--- src/rtl/audio_sched_if.sv ---
// Sample-scheduler bus: source handshakes in, serializer word and status out.
// The master modport is the driving environment; the slave modport is audio_sched.
interface audio_sched_if #(
    parameter int unsigned DW     = 16,
    parameter int unsigned UCNT_W = 8
) ();
    logic              enable;
    logic              frame_req;
    logic              src0_valid;
    logic [DW-1:0]     src0_data;
    logic              src0_ready;
    logic              src1_valid;
    logic [DW-1:0]     src1_data;
    logic              src1_ready;
    logic [DW-1:0]     smp_out;
    logic              smp_load;
    logic              underrun;
    logic [UCNT_W-1:0] ucnt;
    logic              missed;

    modport master (
        output enable, frame_req, src0_valid, src0_data, src1_valid, src1_data,
        input  src0_ready, src1_ready, smp_out, smp_load, underrun, ucnt, missed
    );

    modport slave (
        input  enable, frame_req, src0_valid, src0_data, src1_valid, src1_data,
        output src0_ready, src1_ready, smp_out, smp_load, underrun, ucnt, missed
    );
endinterface

--- src/rtl/audio_sched.sv ---
// Per-slot sample scheduler for the PCM/I2S serializer: WAIT -> ARB -> LOAD.
// Define AUDIO_SCHED_MIX_EN to sum both sources (saturating) instead of arbitrating.
module audio_sched #(
    parameter int unsigned DW         = 16,
    parameter int unsigned STARVE_MAX = 4,
    parameter int unsigned UCNT_W     = 8
) (
    input logic          clk,
    input logic          reset,
    audio_sched_if.slave bus
);
    localparam int unsigned SW = (STARVE_MAX < 1) ? 1 : $clog2(STARVE_MAX + 1);

    typedef enum logic [1:0] {StWait, StArb, StLoad} state_e;

    state_e            state_q, state_d;
    logic [SW-1:0]     starve_q, starve_d;
    logic [DW-1:0]     smp_out_q, smp_out_d;
    logic              smp_load_q, smp_load_d;
    logic              underrun_q, underrun_d;
    logic [UCNT_W-1:0] ucnt_q, ucnt_d;
    logic              missed_q, missed_d;

    logic              arb_en;
    logic              grant0, grant1;
    logic [DW-1:0]     word;

    assign arb_en = (state_q == StArb) && bus.enable;

    always_comb begin
        grant0 = 1'b0;
        grant1 = 1'b0;
        if (arb_en) begin
`ifdef AUDIO_SCHED_MIX_EN
            grant0 = bus.src0_valid;
            grant1 = bus.src1_valid;
`else
            if (bus.src0_valid && bus.src1_valid) begin
                // src1 wins only once src0 has held it off STARVE_MAX times in a row
                if (starve_q == SW'(STARVE_MAX)) grant1 = 1'b1;
                else                             grant0 = 1'b1;
            end else begin
                grant0 = bus.src0_valid;
                grant1 = bus.src1_valid;
            end
`endif
        end
    end

`ifdef AUDIO_SCHED_MIX_EN
    logic [DW-1:0] op0, op1;
    logic [DW:0]   mix_sum;

    always_comb begin
        op0     = grant0 ? bus.src0_data : '0;
        op1     = grant1 ? bus.src1_data : '0;
        mix_sum = {op0[DW-1], op0} + {op1[DW-1], op1};
        // Top two bits disagree only on signed overflow; clamp toward the sign of the sum.
        if (mix_sum[DW] != mix_sum[DW-1]) begin
            word = mix_sum[DW] ? {1'b1, {(DW-1){1'b0}}} : {1'b0, {(DW-1){1'b1}}};
        end else begin
            word = mix_sum[DW-1:0];
        end
    end
`else
    always_comb begin
        word = '0;
        if (grant1)      word = bus.src1_data;
        else if (grant0) word = bus.src0_data;
    end
`endif

    always_comb begin
        state_d    = state_q;
        starve_d   = starve_q;
        smp_out_d  = smp_out_q;
        smp_load_d = 1'b0;
        underrun_d = 1'b0;
        ucnt_d     = ucnt_q;
        missed_d   = bus.frame_req && (state_q != StWait);

        unique case (state_q)
            StWait: if (bus.frame_req) state_d = StArb;
            StArb: begin
                state_d    = StLoad;
                smp_load_d = 1'b1;
                smp_out_d  = word;
                underrun_d = arb_en && !bus.src0_valid && !bus.src1_valid;
                if (underrun_d && (ucnt_q != '1)) ucnt_d = ucnt_q + UCNT_W'(1);
`ifdef AUDIO_SCHED_MIX_EN
                starve_d = '0;
`else
                if (grant1 || !bus.src1_valid) begin
                    starve_d = '0;
                end else if (grant0 && (starve_q < SW'(STARVE_MAX))) begin
                    starve_d = starve_q + SW'(1);
                end
`endif
            end
            StLoad:  state_d = StWait;
            default: state_d = StWait;
        endcase
    end

    always_ff @(posedge clk or negedge reset) begin
        if (!reset) begin
            state_q    <= StWait;
            starve_q   <= '0;
            smp_out_q  <= '0;
            smp_load_q <= 1'b0;
            underrun_q <= 1'b0;
            ucnt_q     <= '0;
            missed_q   <= 1'b0;
        end else begin
            state_q    <= state_d;
            starve_q   <= starve_d;
            smp_out_q  <= smp_out_d;
            smp_load_q <= smp_load_d;
            underrun_q <= underrun_d;
            ucnt_q     <= ucnt_d;
            missed_q   <= missed_d;
        end
    end

    assign bus.src0_ready = grant0;
    assign bus.src1_ready = grant1;
    assign bus.smp_out    = smp_out_q;
    assign bus.smp_load   = smp_load_q;
    assign bus.underrun   = underrun_q;
    assign bus.ucnt       = ucnt_q;
    assign bus.missed     = missed_q;
endmodule

--- src/flat_wrapper.sv ---
// flat-port wrapper written by rule: the top's interface ports become plain ports
module audio_sched_flat 
#(
    parameter int unsigned DW         = 16,
    parameter int unsigned STARVE_MAX = 4,
    parameter int unsigned UCNT_W     = 8
)
  (clk, reset, bus_enable, bus_frame_req, bus_src0_valid, bus_src0_data, bus_src1_valid, bus_src1_data, bus_src0_ready, bus_src1_ready, bus_smp_out, bus_smp_load, bus_underrun, bus_ucnt, bus_missed);
  audio_sched_if #(.DW(DW), .UCNT_W(UCNT_W)) bus_i ();
  input logic clk;
  input logic reset;
  input wire logic [$bits(bus_i.enable)-1:0] bus_enable;
  input wire logic [$bits(bus_i.frame_req)-1:0] bus_frame_req;
  input wire logic [$bits(bus_i.src0_valid)-1:0] bus_src0_valid;
  input wire logic [$bits(bus_i.src0_data)-1:0] bus_src0_data;
  input wire logic [$bits(bus_i.src1_valid)-1:0] bus_src1_valid;
  input wire logic [$bits(bus_i.src1_data)-1:0] bus_src1_data;
  output wire logic [$bits(bus_i.src0_ready)-1:0] bus_src0_ready;
  output wire logic [$bits(bus_i.src1_ready)-1:0] bus_src1_ready;
  output wire logic [$bits(bus_i.smp_out)-1:0] bus_smp_out;
  output wire logic [$bits(bus_i.smp_load)-1:0] bus_smp_load;
  output wire logic [$bits(bus_i.underrun)-1:0] bus_underrun;
  output wire logic [$bits(bus_i.ucnt)-1:0] bus_ucnt;
  output wire logic [$bits(bus_i.missed)-1:0] bus_missed;
  assign bus_i.enable = bus_enable;
  assign bus_i.frame_req = bus_frame_req;
  assign bus_i.src0_valid = bus_src0_valid;
  assign bus_i.src0_data = bus_src0_data;
  assign bus_i.src1_valid = bus_src1_valid;
  assign bus_i.src1_data = bus_src1_data;
  assign bus_src0_ready = bus_i.src0_ready;
  assign bus_src1_ready = bus_i.src1_ready;
  assign bus_smp_out = bus_i.smp_out;
  assign bus_smp_load = bus_i.smp_load;
  assign bus_underrun = bus_i.underrun;
  assign bus_ucnt = bus_i.ucnt;
  assign bus_missed = bus_i.missed;
  audio_sched #(.DW(DW), .STARVE_MAX(STARVE_MAX), .UCNT_W(UCNT_W)) u_core (.clk(clk), .reset(reset), .bus(bus_i));
endmodule
--- config.mk ---
export PLATFORM = sky130hd
export DESIGN_NAME = audio_sched_flat
export DESIGN_NICKNAME = d
export VERILOG_FILES = /design/src/rtl/audio_sched_if.sv /design/src/rtl/audio_sched.sv /design/src/flat_wrapper.sv
export SDC_FILE = /design/constraint.sdc
export NUM_CORES = 1
export LEC_CHECK = 0
export ABC_AREA = 1
export CAP_MARGIN = 20
export CORE_ASPECT_RATIO = 1.75
export CORE_UTILIZATION = 50
export CTS_CLUSTER_SIZE = 8
export DETAILED_ROUTE_END_ITERATION = 6
export DONT_BUFFER_PORTS = 1
export PLACE_DENSITY_LB_ADDON = 0.08
export SYNTH_ARGS = -nofsm -noshare
export SYNTH_HDL_FRONTEND = slang
export SYNTH_SLANG_ARGS = --single-unit
--- constraint.sdc ---
create_clock -name clk -period 2.6 [get_ports clk]
set_input_delay 0 -clock clk [delete_from_list [all_inputs] [get_ports clk]]
set_output_delay 0 -clock clk [all_outputs]
set_load 0.05 [all_outputs]
==> results of run 1 <==
==> worst paths after layout <==
check,start,end,slack (ns),cells past startpoint
setup / recovery,u_core.starve_q[0],u_core.bus.smp_out[11],0.33,9
hold / removal,bus_src0_valid,u_core.starve_q[0],0.04,4
setup reg to reg,u_core.starve_q[0],u_core.bus.smp_out[11],0.33,9
hold reg to reg,u_core.starve_q[0],u_core.starve_q[0],0.51,2
max in group asynchronous,reset,u_core.starve_q[2],2.27,2
min in group asynchronous,reset,u_core.bus.ucnt[2],0.16,2
==> worst register-to-register path: cells and delay by family (launching register included) <==
kind	cells	cell delay, ns
flip-flops	1	0.40
adder cells (fa/ha/maj)	1	0.24
AND/OR/NAND/NOR	5	0.52
buffers and inverters	3	1.04
==> area by class of cell <==
| cell class | count | area (um^2) | share of cell area |
|---|---|---|---|
| clock buffer | 7 | 96.3 | 0.0455 |
| tap | 42 | 52.6 | 0.0248 |
| multi-input combinational | 137 | 698 | 0.330 |
| sequential | 32 | 801 | 0.378 |
| inverter | 13 | 48.8 | 0.0230 |
| timing repair buffer | 42 | 420 | 0.199 |
==> state kept, by name, indices dropped and copies added (netlist names) <==
name	count
u_core.bus.smp_load	1
u_core.bus.ucnt	8
u_core.bus.underrun	1
u_core.bus.missed	1
u_core.starve_q	3
u_core.state_q	2
u_core.bus.smp_out	16
==> cell families after synthesis <==
kind of cell | count (synthesis)
XOR/XNOR | 7
AO/OA/AOI/OAI | 6
buffers and inverters | 18
adder cells (fa/ha/maj) | 3
AND/OR/NAND/NOR | 121
flip-flops | 32
==> power groups by stage <==
stage	clock, mW	sequential [mW]	combinational (mW)
6_report	0.410	0.867	0.345
3_5_place_dp	0	0.876	0.230
2_1_floorplan	0	0.907	0.143
4_1_cts	0.420	0.867	0.341
3_3_place_gp	0	0.875	0.226
5_1_grt	0.436	0.877	0.378
==> through the flow <==
| stage | setup slack (ns) | util | hold slack (ns) | cells | total power [mW] |
|---|---|---|---|---|---|
| 2_1_floorplan | 0.945 | - | -0.296 | 187 | 1.05 |
| 3_3_place_gp | 0.758 | 0.551 | -0.295 | 228 | 1.10 |
| 3_5_place_dp | 0.679 | 0.551 | -0.295 | 228 | 1.11 |
| 4_1_cts | 0.398 | 0.715 | 0.0266 | 273 | 1.63 |
| 5_1_grt | 0.220 | 0.715 | 0.0546 | 273 | 1.69 |
| 6_report | 0.335 | 0.715 | 0.0382 | 273 | 1.62 |
==> synth_stat cells <==
cell / n / share of area
nand2_1: 83 / 0.20
o21ai_2: 2 / 0.011
nand4_1: 5 / 0.020
nand2_2: 1 / 0.0039
nor2_1: 5 / 0.012
a31oi_4: 1 / 0.013
xnor2_1: 4 / 0.022
ha_1: 3 / 0.024
nor2_2: 1 / 0.0039
nand3_1: 20 / 0.063
xor2_1: 2 / 0.011
o21ai_1: 1 / 0.0031
nor3_1: 1 / 0.0031
a21oi_1: 2 / 0.0063
nor3_4: 1 / 0.010
nor2_4: 1 / 0.0071
nand3b_1: 1 / 0.0047
buf_2: 2 / 0.0063
buf_6: 3 / 0.021
nand2_4: 1 / 0.0071
nand4_2: 1 / 0.0079
xnor2_2: 1 / 0.010
dfrtp_1: 32 / 0.50
inv_2: 2 / 0.0047
inv_1: 11 / 0.026
==> routing by layer <==
metal / routed length (um) / vias up / track usage / part of all wire
li1: - / 679 / - / -
met1: 1400 / 672 / 0.249 / 0.37
met2: 2050 / 64 / 0.409 / 0.54
met3: 235 / 12 / 0.0758 / 0.062
met4: 78 / 0 / 0.100 / 0.021
met5: 0 / - / 0 / 0
==> repair_timing <==
action                                  4_1_cts  5_1_grt
endpoints found under the setup margin        0        0
hold buffers                                 38        0
hold endpoints to repair                     53        0
resized for setup                             0        0
setup buffers                                 0        0
==> results.json, run 1 <==
{
  "avgSynthCellArea_um2": 8.51,
  "fin_crit_ns": 2.27,
  "wire_per_inst_um": 13.8,
  "drt_iter0_drc": 26,
  "clk_path_buf_depth": 2,
  "antennaDiodeCount": 0,
  "cts_buffers": 5,
  "area_growth_pct": 33.0,
  "worstMarginPinSlew_ns": 0.613,
  "synthMuxAreaShare": 0,
  "synth_compound_area_frac": 0.0338,
  "portBuffers": 0,
  "fillers": 225,
  "wl_mm": 3.77,
  "syn_inst": 187,
  "gp_congestion": 0.783,
  "vias": 1427,
  "nNetsFinal": 272,
  "internal_power_mw": 0.979,
  "clock_sinks": 32,
  "maxCapViolations": 0,
  "path_delay_family": "buffers and inverters",
  "synth_top_family_by_area": "simple AND/OR/NAND/NOR gates",
  "p_leak_nw": 1.07,
  "start_util": 0.538,
  "tns_ns": 0,
  "grt_pass1_vias": 1413,
  "max_stage_delay_ns": 0.56,
  "overflow": 0,
  "hpwlAfterDp_mm": 2.33,
  "drt_pre_antenna_iters": 5,
  "ir_drop_mv": 0.489,
  "root_buffer": "clkbuf_8",
  "fmaxAchievable_mhz": 441,
  "start_kind": "register",
  "coreArea_um2": 2960,
  "path_clk_slew_ns": 0.06,
  "p_sw_mw": 0.644,
  "rows": 26,
  "ant_nets": 0,
  "p_seq_frac": 0.534,
  "crit_top_cell": "nand2_1",
  "slew_headroom": 0.592,
  "synthXorXnorAreaFrac": 0.0432,
  "drv_slew": 0,
  "mostFrequentLayoutCells": "83 x nand2_1, 37 x dlygate4sd3_1, 32 x dfrtp_1, 20 x nand3_1, 11 x inv_1",
  "netlist_area_um2": 1590,
  "path_cells": "inv_1 > ha_1 > nand3_1 > nand2_1 > nand2_1 > inv_2 > nand2_1 > nand3_1 > dlygate4sd3_1",
  "dieArea_um2": 3420,
  "yosysWarnings": 0,
  "required_ns": 2.81,
  "antenna_found_initial": 0,
  "postPlaceCellArea_um2": 1630,
  "grt_pass1_wl_mm": 6.00,
  "ys_seq_area_frac": 0.503,
  "crit_fanout": 17,
  "fin_skew_ns": 0.00459,
  "grt_max_degree": 33,
  "synth-simple-area-share": 0.338,
  "synth.distinct_cells": 25,
  "cp-end-kind": "register",
  "cellPowerDensity_nw_per_um2": 766,
  "die_w_um": 44.7,
  "p_sw_frac": 0.397,
  "status": "complete, no violations",
  "cp.arrival_ns": 2.48,
  "hp-class": "in2reg",
  "synthAdderAreaFrac": 0.0236,
  "stdcell_area_um2": 2120,
  "final-hold-violation-count": 0,
  "crit_type": "reg2reg",
  "htree_levels": 2,
  "io_pins": 67,
  "route.detailed.drc": 0,
  "fin_crit_sh": 0.871,
  "slowest_stage": "dlygate4sd3_1",
  "comb_power_share": 0.213,
  "clkPwrFrac": 0.253,
  "rsz0062_at_grt": "false",
  "clkLatencyLatePin_ns": 0.28,
  "fp.dieH_um": 76.6,
  "cts_tree": "built",
  "synth_nets": 228,
  "ys_seq_elements": 32,
  "vias_per_cell": 5.23,
  "layout_commonest_cell": "nand2_1",
  "cp_num_buf_inv": 3,
  "grt_use_total": 0.236,
  "setup_violations": 0,
  "drive_gt1_frac": 0.104
}
(Power assumes the default switching activity.)
==> run 2: changes to the inputs <==
--- a/config.mk
+++ b/config.mk
@@ -7,7 +7,7 @@
 export LEC_CHECK = 0
 export ABC_AREA = 1
 export CAP_MARGIN = 20
-export CORE_ASPECT_RATIO = 1.75
+export CORE_ASPECT_RATIO = 0.9
 export CORE_UTILIZATION = 50
 export CTS_CLUSTER_SIZE = 8
 export DETAILED_ROUTE_END_ITERATION = 6
==> results.json, run 2 (synthesized netlist as in run 1, its figures left out) <==
{
  "status": "complete, no violations",
  "fin_ws_ns": 0.298,
  "hp-start": "bus_src0_valid",
  "drv_slew": 0,
  "fin_crit_ns": 2.30,
  "fmaxAchievable_mhz": 434,
  "crit_type": "reg2reg",
  "fin_skew_ns": 0.00421,
  "largest_register_ffs": 16,
  "ir_drop_mv": 0.386,
  "path_clk_slew_ns": 0.10,
  "antennaDiodeCount": 0,
  "gp_congestion": 0.765,
  "clock_sinks": 32,
  "fp.dieH_um": 55.5,
  "tns_ns": 0,
  "cts_tree": "built",
  "ff2ff_setup_slack_ns": 0.30,
  "dp_slack_ns": 0.697,
  "worstRegToRegCells": 6,
  "vias": 1417,
  "root_buffer": "clkbuf_4",
  "portBuffers": 0,
  "area_growth_pct": 31.9,
  "route.detailed.drc": 0,
  "grt_max_degree": 33,
  "hpwlAfterDp_mm": 2.27,
  "wire_per_inst_um": 13.9,
  "die_w_um": 61.5,
  "start_util": 0.523,
  "ant_nets": 0,
  "io_pins": 67,
  "drt_iter0_drc": 57,
  "drt_pre_antenna_iters": 4,
  "rsz0062_at_grt": "false",
  "final-hold-violation-count": 0,
  "clk_path_buf_depth": 2,
  "maxCapViolations": 0,
  "coreArea_um2": 3040,
  "whs_path_depth": 4,
  "setup_violations": 0,
  "start_kind": "register",
  "min_to": "u_core.starve_q[1]",
  "grt_use_total": 0.257,
  "vias_per_cell": 5.13,
  "cts_hold_buf": 40,
  "nNetsFinal": 274,
  "clkLatencyLatePin_ns": 0.33,
  "hp-class": "in2reg",
  "grt_pass1_vias": 1449,
  "cts_resized": 0,
  "whs_ns": 0.0185,
  "antenna_found_initial": 0,
  "worstMarginPinSlew_ns": 0.803,
  "grt_pass1_wl_mm": 6.32,
  "seqCellArea_um2": 801,
  "cp.arrival_ns": 2.58,
  "cellPowerDensity_nw_per_um2": 723,
  "r2r-end": "u_core.bus.smp_out[9]",
  "layout_commonest_cell": "nand2_1",
  "rows": 19,
  "dieArea_um2": 3410,
  "crit_fanout": 17,
  "timing.rr.start": "u_core.state_q[1]",
  "overflow": 0,
  "postLayoutCoreUtil": 0.690,
  "slew_headroom": 0.465,
  "required_ns": 2.87,
  "fillers": 247,
  "drive_gt1_frac": 0.0983,
  "wl_mm": 3.84,
  "post_cts_buffers": 0,
  "mostFrequentLayoutCells": "83 x nand2_1, 39 x dlygate4sd3_1, 32 x dfrtp_1, 20 x nand3_1, 11 x inv_1",
  "cts_buffers": 5,
  "multi_input_area_um2": 698,
  "power_mw": 1.52,
  "htree_levels": 2,
  "cp-end-kind": "register",
  "p_leak_nw": 1.06,
  "fin_crit_sh": 0.885
}
## run 2: changes by cell type in the layout (fill, tap and decap cells not counted)
cell / before / now
clkbuf_8: 7 / 1
clkbuf_1: 0 / 2
clkbuf_4: 0 / 5
dlygate4sd3_1: 37 / 39
## run 2: worst max path at each step
stage,cells after the start,end,slack (ns),startpoint
detailed placement,8,u_core.bus.ucnt[4],0.70,u_core.bus.ucnt[0]
CTS,6,u_core.bus.smp_out[13],0.36,u_core.state_q[1]
floorplan,8,u_core.bus.ucnt[2],0.94,u_core.bus.ucnt[0]
global placement,8,u_core.bus.ucnt[4],0.78,u_core.bus.ucnt[0]
global route,6,u_core.bus.smp_out[9],0.14,u_core.state_q[1]
finish,6,u_core.bus.smp_out[9],0.30,u_core.state_q[1]
## run 2: worst max-delay path: stages, from the launching register on
cell and delay (ns):
dfrtp_1 0.45, inv_2 0.13, nand4_2 0.13, a31oi_4 0.67, nand2_1 0.17, nand3_1 0.13, dlygate4sd3_1 0.55
## run 2: report_power, final
part	switching [mW]	internal [mW]
combinational	0.174	0.171
clock	0.166	0.133
sequential	0.301	0.572
## run 2: per-stage QoR
step	std cells	instance area (um^2)
3_5_place_dp	228	1630
6_report	276	2100
2_1_floorplan	187	1590
4_1_cts	276	2100
5_1_grt	276	2100
3_3_place_gp	228	1630
## run 2: metal layers
layer / track usage / part of all wire / wire [um] / vias to the layer above
li1: - / - / - / 684
met1: 0.287 / 0.40 / 1550 / 677
met2: 0.433 / 0.52 / 2000 / 50
met3: 0.103 / 0.061 / 234 / 6
met4: 0.0889 / 0.012 / 46 / 0
met5: 0 / 0 / 0 / -
## run 2: final cells by class
type                            instances  area share
Multi-Input combinational cell        137       0.333
Clock buffer                            8      0.0280
Tap cell                               42      0.0250
Sequential cell                        32       0.381
Timing Repair Buffer                   44       0.210
Inverter                               13      0.0232
